$ cat src/rtl/tv_pkg.sv
// Shared types and constants for the test-vector player.
package tv_pkg;

    typedef enum logic [2:0] {
        ST_IDLE,
        ST_FETCH,
        ST_LOAD,
        ST_SETTLE,
        ST_CHECK,
        ST_DONE
    } state_e;

    // Bit positions of the payload fields inside a vector word, MSB first.
    localparam int unsigned FLD_CLK  = 4;
    localparam int unsigned FLD_EN   = 3;
    localparam int unsigned FLD_RST  = 2;
    localparam int unsigned FLD_D    = 1;
    localparam int unsigned FLD_QEXP = 0;

    localparam int unsigned SET_W = 4;

    // Fields driven onto the device under test.
    typedef struct packed {
        logic clk_in;
        logic en;
        logic rst_in;
        logic d;
    } drv_t;

    // The valid flag sits just above the payload.
    function automatic int unsigned valid_bit(input int unsigned vec_w);
        return vec_w;
    endfunction

endpackage

$ cat src/rtl/tv_player_sat_counter.sv
// Clearable counter that sticks at its all-ones value.
module sat_counter #(
    parameter int unsigned W = 7
) (
    input  logic         clk,
    input  logic         rst,
    input  logic         clr,
    input  logic         inc,
    output logic [W-1:0] count
);

    logic [W-1:0] count_q;
    logic [W-1:0] count_d;

    always_comb begin
        count_d = count_q;
        if (clr) begin
            count_d = '0;
        end else if (inc && (count_q != '1)) begin
            count_d = count_q + W'(1);
        end
    end

    always_ff @(posedge clk) begin
        if (!rst) begin
            count_q <= '0;
        end else begin
            count_q <= count_d;
        end
    end

    assign count = count_q;

endmodule

$ cat src/rtl/tv_player.sv
// Plays stimulus words from a vector memory into a flopenr-style device and
// checks its response, keeping mismatch and vector counts for status readout.
module tv_player
    import tv_pkg::*;
#(
    parameter  int unsigned VEC_W      = 5,
    parameter  int unsigned DEPTH      = 64,
    parameter  int unsigned ERR_W      = 7,
    parameter  int unsigned SETTLE_CYC = 2,
    localparam int unsigned ADDR_W     = $clog2(DEPTH)
) (
    input  logic              clk,
    input  logic              rst,
    input  logic              start,
    output logic              mem_rd_en,
    output logic [ADDR_W-1:0] mem_addr,
    input  logic [VEC_W:0]    mem_rdata,
    output logic              dut_clk_in,
    output logic              dut_en,
    output logic              dut_rst_in,
    output logic              dut_d,
    input  logic              dut_q,
    output logic              busy,
    output logic              done,
    output logic              pass,
    output logic              err_pulse,
    output logic [ERR_W-1:0]  err_count,
    output logic [ERR_W-1:0]  vec_count,
    output logic [ADDR_W-1:0] first_err_addr
);

    localparam int unsigned VALID_BIT = valid_bit(VEC_W);

    state_e            state_q, state_d;
    logic [ADDR_W-1:0] idx_q, idx_d;
    logic [SET_W-1:0]  settle_q, settle_d;
    logic              qexp_q, qexp_d;
    drv_t              drv_q, drv_d;
    logic              mem_rd_en_q, mem_rd_en_d;
    logic [ADDR_W-1:0] mem_addr_q, mem_addr_d;
    logic              busy_q, busy_d;
    logic              done_q, done_d;
    logic              pass_q, pass_d;
    logic              err_pulse_q, err_pulse_d;
    logic [ADDR_W-1:0] first_err_q, first_err_d;

    logic              clr_c;
    logic              err_inc_c;
    logic              vec_inc_c;
    logic [ERR_W-1:0]  err_cnt;
    logic [ERR_W-1:0]  vec_cnt;

    sat_counter #(.W(ERR_W)) u_err_cnt (
        .clk   (clk),
        .rst   (rst),
        .clr   (clr_c),
        .inc   (err_inc_c),
        .count (err_cnt)
    );

    sat_counter #(.W(ERR_W)) u_vec_cnt (
        .clk   (clk),
        .rst   (rst),
        .clr   (clr_c),
        .inc   (vec_inc_c),
        .count (vec_cnt)
    );

    // Sequencing: one vector is fetch, load, settle, then check.
    always_comb begin
        state_d     = state_q;
        idx_d       = idx_q;
        settle_d    = settle_q;
        qexp_d      = qexp_q;
        drv_d       = drv_q;
        first_err_d = first_err_q;
        clr_c       = 1'b0;
        err_inc_c   = 1'b0;
        vec_inc_c   = 1'b0;

        unique case (state_q)
            ST_IDLE, ST_DONE: begin
                if (start) begin
                    state_d     = ST_FETCH;
                    idx_d       = '0;
                    first_err_d = '0;
                    clr_c       = 1'b1;
                end
            end
            ST_FETCH: begin
                state_d = ST_LOAD;
            end
            ST_LOAD: begin
                if (!mem_rdata[VALID_BIT]) begin
                    state_d = ST_DONE;
                end else begin
                    drv_d.clk_in = mem_rdata[FLD_CLK];
                    drv_d.en     = mem_rdata[FLD_EN];
                    drv_d.rst_in = mem_rdata[FLD_RST];
                    drv_d.d      = mem_rdata[FLD_D];
                    qexp_d       = mem_rdata[FLD_QEXP];
                    settle_d     = SET_W'(SETTLE_CYC - 1);
                    state_d      = ST_SETTLE;
                end
            end
            ST_SETTLE: begin
                if (settle_q == '0) begin
                    state_d = ST_CHECK;
                end else begin
                    settle_d = settle_q - SET_W'(1);
                end
            end
            ST_CHECK: begin
                vec_inc_c = 1'b1;
                if (dut_q != qexp_q) begin
                    err_inc_c = 1'b1;
                    if (err_cnt == '0) begin
                        first_err_d = idx_q;
                    end
                end
                // The last address always ends the run; the index never wraps.
                if (idx_q == ADDR_W'(DEPTH - 1)) begin
                    state_d = ST_DONE;
                end else begin
                    idx_d   = idx_q + ADDR_W'(1);
                    state_d = ST_FETCH;
                end
            end
            default: begin
                state_d = ST_IDLE;
            end
        endcase
    end

    // Status outputs are registered from the next state so they line up with it.
    always_comb begin
        mem_rd_en_d = (state_d == ST_FETCH);
        mem_addr_d  = idx_d;
        busy_d      = (state_d == ST_FETCH) || (state_d == ST_LOAD) ||
                      (state_d == ST_SETTLE) || (state_d == ST_CHECK);
        done_d      = (state_d == ST_DONE);
        pass_d      = (state_d == ST_DONE) && (err_cnt == '0) && !err_inc_c;
        err_pulse_d = err_inc_c;
    end

    always_ff @(posedge clk) begin
        if (!rst) begin
            state_q     <= ST_IDLE;
            idx_q       <= '0;
            settle_q    <= '0;
            qexp_q      <= 1'b0;
            drv_q       <= '0;
            first_err_q <= '0;
            mem_rd_en_q <= 1'b0;
            mem_addr_q  <= '0;
            busy_q      <= 1'b0;
            done_q      <= 1'b0;
            pass_q      <= 1'b0;
            err_pulse_q <= 1'b0;
        end else begin
            state_q     <= state_d;
            idx_q       <= idx_d;
            settle_q    <= settle_d;
            qexp_q      <= qexp_d;
            drv_q       <= drv_d;
            first_err_q <= first_err_d;
            mem_rd_en_q <= mem_rd_en_d;
            mem_addr_q  <= mem_addr_d;
            busy_q      <= busy_d;
            done_q      <= done_d;
            pass_q      <= pass_d;
            err_pulse_q <= err_pulse_d;
        end
    end

    assign mem_rd_en      = mem_rd_en_q;
    assign mem_addr       = mem_addr_q;
    assign dut_clk_in     = drv_q.clk_in;
    assign dut_en         = drv_q.en;
    assign dut_rst_in     = drv_q.rst_in;
    assign dut_d          = drv_q.d;
    assign busy           = busy_q;
    assign done           = done_q;
    assign pass           = pass_q;
    assign err_pulse      = err_pulse_q;
    assign err_count      = err_cnt;
    assign vec_count      = vec_cnt;
    assign first_err_addr = first_err_q;

endmodule

$ cat config.mk
export PLATFORM = sky130hd
export DESIGN_NAME = tv_player
export DESIGN_NICKNAME = d
export VERILOG_FILES = /design/src/rtl/tv_pkg.sv /design/src/rtl/tv_player_sat_counter.sv /design/src/rtl/tv_player.sv
export SDC_FILE = /design/constraint.sdc
export NUM_CORES = 1
export LEC_CHECK = 0
export CORE_ASPECT_RATIO = 1.4
export CORE_MARGIN = 3
export CORE_UTILIZATION = 55
export DETAILED_ROUTE_END_ITERATION = 16
export DONT_BUFFER_PORTS = 1
export PLACE_DENSITY = 0.78
export RECOVER_POWER = 25
export SKIP_CTS_REPAIR_TIMING = 1
export SLEW_MARGIN = 20
export SYNTH_ARGS = -nofsm -noshare
export SYNTH_HDL_FRONTEND = slang
export SYNTH_SLANG_ARGS = --single-unit
$ cat constraint.sdc
create_clock -name clk -period 2.1 [get_ports clk]
set_input_delay 0.105 -clock clk [delete_from_list [all_inputs] [get_ports clk]]
set_output_delay 0.105 -clock clk [all_outputs]
set_load 0.05 [all_outputs]
==> impl_metrics.toml, run 1 <==
[synthesis]
synth_top_family_by_area = "simple AND/OR/NAND/NOR gates"
synthAdderAreaFrac = 0.02994
synth-seq-cells = 43
ys.warnings.count = 0
ys_seq_area_frac = 0.4120
syn-num-nets = 247
syn_avg_cell_area_um2 = 9.006
synth.most_common_cell = "dfxtp_1"
synthTopCellsByArea = "dfxtp_1 41%, mux2i_1 3.8%, nand3_1 3.8%"
async_flop_share = 0
syn_area_um2 = 2090
synth-edff-count = 0
synthXorXnorAreaFrac = 0.04970
synth_compound_area_frac = 0.1563
synth_largest_area_cell = "dfxtp_1"
synth_top_area_frac = 0.4120
synth.mux.area_fraction = 0.03832
synth.top_cells.by_count = "43 x dfxtp_1, 20 x nand2_1, 17 x nor2_1, 16 x nand3_1"
synth_cells = 232
synth_cell_types = 48
synth_flop_cell = "dfxtp_1"
yosys.area_share.simple = 0.2719

[power_and_ir_drop]
vdd_ir_drop_max_uv = 661.3
leakagePower_uw = 0.0008771
power_density_nw_per_um2 = 745.4

[floorplanning]
die_w_um = 58.09
core_area_um2 = 3503
floorplan.initialDensity = 0.5964
die_h_um = 78.93
rows = 25
boundaryPins = 45
dieArea_um2 = 4585

[sta]
hold_violations = 7
fin_hold_ws_ns = -0.01233
slew_violations = 0
tns_ns = 0
min_period_ns = 1.897
fin_ws_ns = 0.2032
clock.fmax_ghz = 0.5272
skew_ns = 0.005875
grt_setup_unrepaired = "false"
report.final.setup_viol = 0
timing.slew.headroom = 0.4961
finalCritPeriodShare = 0.9033
worst_pin_slew_ns = 0.7558

[final_layout]
finalInstanceArea_um2 = 2371
nFillCells = 288
fin_cells = 295
finalNetCount = 269
syn2layout_area_growth_pct = 13.47
n_antenna_cell = 0
layout-drive-gt1-share = 0.1255

[cts]
cts-buffers-inserted = 5
tritoncts = "built"
clk_latency_ns = 0.29
cts_root_buf = "clkbuf_8"
htreeDepth = 2
clockBufferDepth = 2
path_clk_slew_ns = 0.08
cts.sinks = 43

[drt]
avgViaCountPerCell = 5.888
ant_nets = 0
drc_errors = 0
firstDrtPassIters = 4
wl_per_cell_um = 14.56
wirelength_um = 4295
drtIter0Drc = 61
vias = 1737

[setup_path]
worstPathArrival_ns = 2.09
worstSetupPathType = "flip-flop to flip-flop"
endpoint_kind = "flip-flop"
start_kind = "flip-flop"
cp_max_fo = 6
required_ns = 2.29

[grt]
grt_overflow = 0
grt_pass1_wl_um = 7258
antenna_found_initial = 0
track_usage = 0.2003
grt_max_degree = 27
grt_pass1_vias = 1661

[placement]
dp_cells = 286
hpwlAfterDp_um = 3159
place_area_um2 = 2273
place_congestion = 0.7828
dpl_worst_slack_ns = 0.2951
io_buffers = 0

[hold_path]
hp-class = "input port to flip-flop"

[run_status]
status = "complete, but fails checks"
failed_checks = "negative hold slack"

[job]
cap_violations = 0
[worst max-delay path, stage by stage (launching register included)]
cell      delay [ns]
dfxtp_1         0.37
clkbuf_1        0.52
nand3_1         0.30
o211ai_4        0.33
mux2i_1         0.23
nor2_1          0.05
[state kept, by name, summed over array words and instances (netlist names), 3 cells and up]
signal,count
state_q,3
first_err_addr,6
settle_q,4
u_vec_cnt.count,7
u_err_cnt.count,7
mem_addr,6
[logic make-up (layout without fill, tap and decap cells)]
group,after synthesis,in the layout
muxes,8,8
adders and majority gates,5,5
DFF,43,43
xor gates and xnor gates,11,11
and+or+nand+nor,101,101
buffers and inverters,19,42
AOI/OAI and AO/OA,45,45
[placed cells by master (no fill, tap or decap), types with 8 or more instances in the layout]
cell type	instances
nand2_1	20
nor2_1	17
clkbuf_1	13
nand3_1	16
xor2_1	8
nor2b_1	9
a21oi_1	9
dfxtp_1	43
mux2i_1	8
and3_1	8
buf_4	13
[per-layer routing]
metal | track usage | part of all wire
met3 | 0.06341 | 0.065
met4 | 0.08585 | 0.017
met2 | 0.3416 | 0.51
met1 | 0.2248 | 0.41
met5 | 0 | 0
[worst paths after layout]
kind / startpoint / to / slack, ns / cells past startpoint
worst max-delay path: u_err_cnt.count[6]$_SDFFE_PP0P_ / u_err_cnt.count[1]$_SDFFE_PP0P_ / 0.20 / 5
worst min-delay path: rst / mem_addr[1]$_SDFFE_PN0P_ / -0.01 / 2
worst max register to register: u_err_cnt.count[6]$_SDFFE_PP0P_ / u_err_cnt.count[1]$_SDFFE_PP0P_ / 0.20 / 5
worst min register to register: mem_addr[2]$_SDFFE_PN0P_ / mem_addr[2]$_SDFFE_PN0P_ / 0.51 / 2
[stage by stage]
stage,hold slack (ns),total power [uW],util
global placement,0.2266,1018,0.6489
detailed placement,0.2303,1021,0.6489
floorplan,0.2630,998.6,-
finish,-0.01233,1767,0.6768
global route,0.005863,1834,0.6768
CTS,-0.08495,1778,0.6879
[area by class of cell]
| cell class | instances | area, um^2 | share of cell area |
|---|---|---|---|
| Multi-Input combinational cell | 170 | 1141 | 0.4813 |
| Timing Repair Buffer | 27 | 156.4 | 0.06596 |
| Clock buffer | 5 | 68.82 | 0.02902 |
| Sequential cell | 43 | 860.8 | 0.3631 |
| Clock inverter | 3 | 67.56 | 0.02850 |
| Inverter | 7 | 26.28 | 0.01108 |
| Tap cell | 40 | 50.05 | 0.02111 |
[power breakdown]
group | internal [uW] | total [uW] | switching [uW] | leakage, uW
clock network | 474 | 760 | 286 | 0.0000644
logic | 53.5 | 132 | 78.7 | 0.000465
registers | 829 | 875 | 46.3 | 0.000347
total | 1360 | 1770 | 411 | 0.000877
Note: power is estimated with default switching activity, not from simulation.
==> inputs of run 2 (changes only) <==
==> constraint.sdc (replaced) <==
create_clock -name clk -period 2.1 [get_ports clk]
set_input_delay 0.42 -clock clk [delete_from_list [all_inputs] [get_ports clk]]
set_output_delay 0.42 -clock clk [all_outputs]
set_load 0.05 [all_outputs]
==> run 2 against run 1 <==
Compared with the run above: the run now ends clean; global-route usage up 0.17 points; die area unchanged; critical path depth down 1; cell count unchanged; critical path type unchanged; sequential share of layout area up 0.78 points; combinational power about the same.
==> impl_metrics.toml, run 2 (synthesis results as in run 1) <==
[final_layout]
seqCellArea_um2 = 860.8
nFillCells = 310
layout-drive-gt1-share = 0.1294
finalInstanceArea_um2 = 2321
final_cell_mix = "43 x dfxtp_1, 20 x nand2_1, 17 x nor2_1, 16 x nand3_1, 14 x buf_4"
mostFrequentLayoutCell = "dfxtp_1"
finalNetCount = 269
n_antenna_cell = 0
syn2layout_area_growth_pct = 11.08
multi_input_area_um2 = 1141
fin_util = 0.6625
fin_cells = 295

[grt]
grt_pass1_wl_um = 7238
grt_max_degree = 27
antenna_found_initial = 0
track_usage = 0.2020
grt_pass1_vias = 1657
grt_overflow = 0

[setup_path]
critical_path_cell_count = 4
start_kind = "flip-flop"
worstPathArrival_ns = 2.11
worst-path-buf-inv = 0
reg2regPathDepth = 4
cp_max_fo = 9
worstSetupPathType = "flip-flop to flip-flop"
crit_chain = "nor3b_4, o211ai_4, or4_1, a21oi_1"
endpoint_kind = "flip-flop"
crit_family = "simple AND/OR/NAND/NOR gates"
cpPeakStageDelay_ns = 0.53
cpMaxStageDelayCell = "or4_1"
r2r-start = "state_q[2]$_SDFF_PN0_"
required_ns = 2.33
setup.worst_path.start = "state_q[2]$_SDFF_PN0_"

[placement]
place_area_um2 = 2281
hpwlAfterDp_um = 3180
place_congestion = 0.8345
dp_cells = 287
io_buffers = 0

[power_and_ir_drop]
leakagePower_uw = 0.0008539
p_comb_frac = 0.087
power_uw = 1528
power_density_nw_per_um2 = 658.4
internal_power_uw = 1115
p_sw_uw = 413.4
vdd_ir_drop_max_uv = 637.2
pwr-share-seq = 0.569
pwr-share-clk = 0.344
p_sw_frac = 0.2705

[sta]
clock.fmax_ghz = 0.5319
skew_ns = 0.008113
tns_ns = 0
hold_violations = 0
min_period_ns = 1.880
worst_pin_slew_ns = 0.7586
report.final.setup_viol = 0
timing.slew.headroom = 0.4942
grt_setup_unrepaired = "false"
finalCritPeriodShare = 0.8952
slew_violations = 0

[floorplanning]
die_w_um = 58.09
die_h_um = 78.93
rows = 25
floorplan.initialDensity = 0.5964
dieArea_um2 = 4585
boundaryPins = 45
core_area_um2 = 3503

[cts]
cts-buffers-inserted = 5
path_clk_slew_ns = 0.08
tritoncts = "built"
htreeDepth = 2
cts_root_buf = "clkbuf_8"
cts.sinks = 43
clk_latency_ns = 0.30
clockBufferDepth = 2

[hold_path]
hp-class = "input port to flip-flop"
min_from = "rst"
hold_path_depth = 1

[drt]
drtIter0Drc = 55
drc_errors = 0
avgViaCountPerCell = 5.956
wl_per_cell_um = 14.33
ant_nets = 0
wirelength_um = 4226
firstDrtPassIters = 4
vias = 1757

[run_status]
status = "finished clean"

[job]
cap_violations = 0
[run 2: cell types whose count changed in the layout (fill, tap and decap cells not counted)]
cell	before	now
bufinv_16	2	0
buf_4	13	14
clkinv_2	0	1
clkinvlp_4	1	2
dlygate4sd3_1	1	0
[run 2: final timing paths]
| kind | slack, ns | end |
|---|---|---|
| worst max-delay path | 0.22 | u_err_cnt.count[5]$_SDFFE_PP0P_ |
| worst min-delay path | 0.24 | settle_q[1]$_SDFFE_PN0P_ |
| worst max register to register | 0.22 | u_err_cnt.count[5]$_SDFFE_PP0P_ |
| worst min register to register | 0.51 | mem_addr[2]$_SDFFE_PN0P_ |
[run 2: layout make-up]
cell class | count | share of cell area
Tap cell | 40 | 0.02156
Timing Repair Buffer | 27 | 0.06631
Sequential cell | 43 | 0.3709
Multi-Input combinational cell | 170 | 0.4916
Clock inverter | 3 | 0.008625
Clock buffer | 5 | 0.02965
Inverter | 7 | 0.01132
[run 2: worst reg2reg max path, cell delays in order (launching register included)]
cell and delay, ns:
dfxtp_1 0.48, nor3b_4 0.48, o211ai_4 0.18, or4_1 0.53, a21oi_1 0.14
[run 2: per-stage QoR]
step / hold WS, ns / setup slack [ns]
after floorplan: 0.5081 / 0.2371
after global placement: 0.4774 / 0.2928
after detailed placement: 0.4885 / 0.2430
after CTS: 0.2304 / 0.2178
after global routing: 0.2349 / 0.08167
final: 0.2368 / 0.2200
[run 2: per-layer routing]
layer  part of all wire  global-route usage  routed length [um]  up-vias
met5                  0                   0                   0        -
met4              0.019             0.07193                  80        0
met3              0.071             0.07642                 298        8
met2               0.50              0.3371                2108       45
met1               0.41              0.2319                1740      828
li1                   -                   -                   -      876
[run 2: power by group through the flow]
stage | Sequential (uW) | Clock, uW | Combinational (uW)
finish | 870 | 525 | 133
global route | 873 | 573 | 148
CTS | 870 | 537 | 134
detailed placement | 889 | 0 | 134
global placement | 889 | 0 | 132
floorplan | 885 | 0 | 113
